[config.mk]
export PLATFORM = sky130hd
export DESIGN_NAME = ucode_loader
export DESIGN_NICKNAME = d
export VERILOG_FILES = /design/src/rtl/ucode_loader.sv
export SDC_FILE = /design/constraint.sdc
export NUM_CORES = 1
export LEC_CHECK = 0
export BUFFER_PORTS_ARGS = -buffer_cell sky130_fd_sc_hd__buf_2
export CAP_MARGIN = 30
export CORE_ASPECT_RATIO = 0.9
export CORE_UTILIZATION = 53
export CTS_CLUSTER_SIZE = 10
export DETAILED_ROUTE_END_ITERATION = 7
export PLACE_DENSITY = 0.78
export SLEW_MARGIN = 30
export SYNTH_ARGS = -nofsm -noshare
export SYNTH_HDL_FRONTEND = slang
export SYNTH_SLANG_ARGS = --single-unit
[constraint.sdc]
create_clock -name clk -period 2.1 [get_ports clk]
set_input_delay 0.315 -clock clk [delete_from_list [all_inputs] [get_ports clk]]
set_output_delay 0.315 -clock clk [all_outputs]
set_load 0.02 [all_outputs]
[src/rtl/ucode_loader.sv]
// ucode_loader: writer side of the microprogram control store.
// Assembles a framed byte stream (SYNC, addr, count, count*4 data bytes,
// checksum) into microinstruction words, writes each word to the control
// store as soon as it is complete, and holds the CPU while a frame loads.
//
// Ports:
//   clk       in   system clock, rising edge
//   rst       in   synchronous active-high reset
//   in_data   in   byte from the byte source
//   in_valid  in   in_data valid this cycle
//   in_ready  out  byte accepted when in_valid && in_ready (low only in reset)
//   we        out  control-store write enable, one cycle per word
//   waddr     out  control-store write address
//   wdata     out  control-store write data
//   cpu_hold  out  high while a frame is loading
//   done      out  one-cycle pulse, frame complete with good checksum
//   err       out  one-cycle pulse, frame aborted
//   err_code  out  01 checksum mismatch, 10 timeout; cleared by next SYNC
module ucode_loader #(
  parameter int          WORD_WIDTH     = 29,
  parameter int          ADDR_WIDTH     = 8,
  parameter logic [7:0]  SYNC_BYTE      = 8'hA5,
  parameter int          TIMEOUT_CYCLES = 65535
) (
  input  logic                  clk,
  input  logic                  rst,
  input  logic [7:0]            in_data,
  input  logic                  in_valid,
  output logic                  in_ready,
  output logic                  we,
  output logic [ADDR_WIDTH-1:0] waddr,
  output logic [WORD_WIDTH-1:0] wdata,
  output logic                  cpu_hold,
  output logic                  done,
  output logic                  err,
  output logic [1:0]            err_code
);

  typedef enum logic [2:0] {
    S_IDLE  = 3'd0,
    S_ADDR  = 3'd1,
    S_COUNT = 3'd2,
    S_DATA  = 3'd3,
    S_CHECK = 3'd4
  } state_t;

  // Timeout fires on the idle cycle that would take the timer to TIMEOUT_CYCLES.
  localparam logic [15:0] TMO_LAST = 16'(TIMEOUT_CYCLES - 1);

  state_t                  state_q;
  logic [ADDR_WIDTH-1:0]   addr_q;
  logic [7:0]              cnt_q;      // words left; 0 encodes 256
  logic [1:0]              byte_idx_q;
  logic [23:0]             word_buf_q; // bytes 0..2 of the word in progress
  logic [7:0]              sum_q;
  logic [15:0]             timer_q;
  logic                    in_ready_q;
  logic                    we_q;
  logic [ADDR_WIDTH-1:0]   waddr_q;
  logic [WORD_WIDTH-1:0]   wdata_q;
  logic                    cpu_hold_q;
  logic                    done_q;
  logic                    err_q;
  logic [1:0]              err_code_q;

  logic                    accept_s;
  logic                    timeout_s;

  // Byte handshake and inter-byte timeout detection.
  always_comb begin
    accept_s  = 1'b0;
    timeout_s = 1'b0;
    accept_s  = in_valid && in_ready_q;
    if ((state_q != S_IDLE) && !accept_s && (timer_q == TMO_LAST)) begin
      timeout_s = 1'b1;
    end else begin
      timeout_s = 1'b0;
    end
  end

  // Frame FSM with registered outputs.
  always_ff @(posedge clk) begin
    if (rst) begin
      state_q    <= S_IDLE;
      addr_q     <= '0;
      cnt_q      <= 8'd0;
      byte_idx_q <= 2'd0;
      word_buf_q <= 24'd0;
      sum_q      <= 8'd0;
      timer_q    <= 16'd0;
      in_ready_q <= 1'b0;
      we_q       <= 1'b0;
      waddr_q    <= '0;
      wdata_q    <= '0;
      cpu_hold_q <= 1'b0;
      done_q     <= 1'b0;
      err_q      <= 1'b0;
      err_code_q <= 2'b00;
    end else begin
      in_ready_q <= 1'b1;
      we_q       <= 1'b0;
      done_q     <= 1'b0;
      err_q      <= 1'b0;

      if (state_q != S_IDLE) begin
        timer_q <= accept_s ? 16'd0 : timer_q + 16'd1;
      end

      if (timeout_s) begin
        // Abort: the partially assembled word is simply dropped.
        state_q    <= S_IDLE;
        cpu_hold_q <= 1'b0;
        err_q      <= 1'b1;
        err_code_q <= 2'b10;
        timer_q    <= 16'd0;
      end else if (accept_s) begin
        if (state_q != S_IDLE) begin
          sum_q <= sum_q + in_data;
        end
        case (state_q)
          S_IDLE: begin
            if (in_data == SYNC_BYTE) begin
              state_q    <= S_ADDR;
              cpu_hold_q <= 1'b1;
              err_code_q <= 2'b00;
              sum_q      <= 8'd0;
              timer_q    <= 16'd0;
              byte_idx_q <= 2'd0;
            end
          end
          S_ADDR: begin
            addr_q  <= ADDR_WIDTH'(in_data);
            state_q <= S_COUNT;
          end
          S_COUNT: begin
            cnt_q      <= in_data;
            byte_idx_q <= 2'd0;
            state_q    <= S_DATA;
          end
          S_DATA: begin
            word_buf_q <= {in_data, word_buf_q[23:8]};
            byte_idx_q <= byte_idx_q + 2'd1;
            if (byte_idx_q == 2'd3) begin
              // Fourth byte: upper bits beyond the word width are dropped.
              we_q    <= 1'b1;
              waddr_q <= addr_q;
              wdata_q <= {in_data[WORD_WIDTH-25:0], word_buf_q};
              addr_q  <= addr_q + 1'b1;
              cnt_q   <= cnt_q - 8'd1;
              if (cnt_q == 8'd1) begin
                state_q <= S_CHECK;
              end
            end
          end
          S_CHECK: begin
            state_q    <= S_IDLE;
            cpu_hold_q <= 1'b0;
            if (8'(sum_q + in_data) == 8'h00) begin
              done_q <= 1'b1;
            end else begin
              err_q      <= 1'b1;
              err_code_q <= 2'b01;
            end
          end
          default: begin
            state_q    <= S_IDLE;
            cpu_hold_q <= 1'b0;
          end
        endcase
      end
    end
  end

  assign in_ready = in_ready_q;
  assign we       = we_q;
  assign waddr    = waddr_q;
  assign wdata    = wdata_q;
  assign cpu_hold = cpu_hold_q;
  assign done     = done_q;
  assign err      = err_q;
  assign err_code = err_code_q;

endmodule

==> impl_results.md <==
- Pwr Total: 5.15 mW
- Clock Tree Buf Depth: 2
- Layout cell share with drive strength beyond 1: 20.8%
- Asr flop ratio synth: 0%
- Max Fanout on Critical Path: 3
- Worst Max-Slew Pin Slew: 748 ps
- Synth Instances: 645
- Data required, critical path: 2530 ps
- Final worst path period need: 2140 ps
- Clk sinks: 113
- Top_reg_cell synth: dfxtp_1
- Failing checks: negative setup slack
- Post-synthesis cell type count: 58
- Flops & latches, synth: 113
- DR DRC count: 0
- Num rows: 33
- CTS Root Cell: clkbuf_8
- Clk_skew: 5.59 ps
- I/O Pins: 55
- Vias per inst: 5.72
- H-tree depth: 4
- Dpl ws: -230 ps
- Placer Congestion: 0.857
- Critical Path Start Type: flop
- Period utilization: 102%
- Power per cell area: 805 mW/mm2
- Seq/Total Area, Yosys: 44.9%
- Relative slew margins: 49.7%
- Final WL: 13100 um
- Routed WL per cell: 15.2 um
- Clock Latency Late Sink: 510 ps
- Antenna cell count: 0
- Area occupied by multi-input gates: 0.00270 mm2
- Hold Fails Final Rpt: 0
- Post-DP Area: 0.00572 mm2
- Maximum VDD drop: 506 uV
- Slew Viols, Final: 0
- Number of flops mapped to enable cells by yosys: 0
- Setup TNS: -59.9 ps
- First-pass GRT wire length: 21600 um
- Arrival @ worst endpoint: 2570 ps
- Initial antenna violation count: 0
- Grt total ovfl: 0
- Die W: 105 um
- Pin count of the biggest net entering global routing: 64
- DIE AREA: 0.00990 mm2
- Setup CP Type: flop to flop
- Crit. End Element: flop
- Avg Cell Area, Syn: 7.81 um2
- Worst min-delay path class: input pin to flop
- Pleak: 2.41 nW
- Status: complete, but fails checks
- DR vias: 4939
- Reg area: 0.00227 mm2
- Warning count from the yosys run: 0
- Detailed Routing Iterations Pass 1: 5
- Final #Nets: 753
- Hold WS: 107 ps
- Total GRT Usage: 27.4%
- 1st-iter DRT viols: 332
- Area grow syn2layout: 27.0%
- FMAX: 0.468 GHz
- Core Area: 0.00917 mm2
- Routed Antenna Nets: 0
- Filler cells: 749
- Vias in the first global route: 4593
- Net count after synthesis: 670
- Final setup fails: 2
- Post-DP HPWL: 8780 um
- Maxcap violations: 0
- TritonCTS Buffers: 17
- Port-buffer cells: 54
- Clk pin slew, worst setup/hold paths: 60 ps
- Initial Util: 54.9%
- Final Cell Area: 0.00640 mm2
- Netlist Area Pre-Place: 0.00504 mm2
- RSZ-0062 raised after global routing: true
- TritonCTS clock tree: done
- Die boundary height: 94.5 um
- Worst setup margin: -35.8 ps
[metrics by stage]
step	std cells	util, %
after global routing	863	69.8
final	863	69.8
after floorplan	645	-
after detailed placement	828	62.4
after global placement	828	62.4
after CTS	861	69.5
[logic make-up (layout without fill, tap and decap cells)]
family / count (synthesis) / count (layout) / share of synthesized area, %
simple gates: 291 / 291 / 26.1
compound gates: 169 / 169 / 19.9
flops: 113 / 113 / 44.9
buf+inv: 47 / 143 / 3.55
fa+ha+maj: 14 / 14 / 3.63
xor+xnor: 10 / 10 / 1.74
mux: 1 / 1 / 0.199
[synthesized netlist by cell type (all sizes together) (7+ instances only)]
cell | count | share of area, %
a22oi | 10 | 1.5
o21ai | 26 | 2.6
a21oi | 94 | 9.3
nor3 | 15 | 1.5
dfxtp | 113 | 45
inv | 10 | 0.75
nor2 | 53 | 4.0
clkbuf | 33 | 2.5
nand2 | 157 | 12
ha | 13 | 3.2
and3 | 7 | 0.97
nand3 | 16 | 1.6
[critical path: stages, from the launching register on]
cell,delay (ps)
dfxtp_4,350
ha_4,280
a211oi_4,60
or4_4,510
and3_4,190
or4_4,510
o221ai_2,150
[what timing repair did]
| item | CTS | global route |
|---|---|---|
| setup endpoints to repair | 3 | 6 |
| pin swaps | 3 | 1 |
| gates resized for setup | 8 | 2 |
| hold buffers | 0 | 0 |
| setup buffers | 1 | 2 |
[flip-flops by register name (all words and copies together), names as in the netlist]
| register | count |
|---|---|
| timer_q | 16 |
| done | 1 |
| state_q | 3 |
| wdata | 29 |
| byte_idx_q | 2 |
| we | 1 |
| err_code | 2 |
| in_ready | 1 |
| err | 1 |
| sum_q | 8 |
| cnt_q | 8 |
| addr_q | 8 |
| word_buf_q | 24 |
| waddr | 8 |
| cpu_hold | 1 |
[routing by layer]
metal  part of all wire, %  vias up  global-route usage [%]
met5                     0        -                       0
met2                    48      195                    46.0
met1                    44     2307                    35.1
li1                      -     2409                       -
met3                   6.3       28                    5.66
met4                   1.9        0                    10.3
[worst paths after layout]
check / from / to / slack (ps) / cells past startpoint
max reg2reg: sum_q[1]$_SDFFE_PP0P_ / err_code[1]$_SDFFE_PP0P_ / -40 / 6
min reg2reg: wdata[18]$_SDFFE_PP0P_ / wdata[18]$_SDFFE_PP0P_ / 450 / 2
max: sum_q[1]$_SDFFE_PP0P_ / err_code[1]$_SDFFE_PP0P_ / -40 / 6
min: rst / in_ready$_DFF_P_ / 110 / 2
[final cells by class]
| cell class | instances | area share [%] |
|---|---|---|
| clock buffer | 21 | 7.18 |
| clock inverter | 11 | 2.01 |
| inverter | 10 | 0.587 |
| multi-input combinational | 485 | 42.2 |
| sequential | 113 | 35.4 |
| tap | 122 | 2.39 |
| timing repair buffer | 101 | 10.2 |
[where the power goes]
| group | switching [mW] | leakage [nW] | internal (mW) | total, mW |
|---|---|---|---|---|
| Sequential | 0.00130 | 0.911 | 2.14 | 2.15 |
| Combinational | 0.110 | 1.23 | 0.0706 | 0.180 |
| Clock | 1.03 | 0.273 | 1.79 | 2.82 |
[layout by cell type, fill, tap and decap left out, types with 4 or more instances in the layout]
master	n
or4_1	4
inv_1	9
a22oi_1	10
clkbuf_8	4
buf_2	54
nand2_1	157
and3_1	6
xnor2_1	4
buf_4	44
nor2_1	52
a21oi_1	94
and2_1	4
o21ai_0	25
clkinvlp_4	5
a31oi_1	5
dfxtp_1	111
ha_1	7
xor2_1	6
o31ai_1	4
nor2b_1	4
nor4_1	5
clkbuf_16	16
nor3_1	14
nand3_1	16
ha_4	6
or3_1	6
Power figures use the tool's default switching activity.
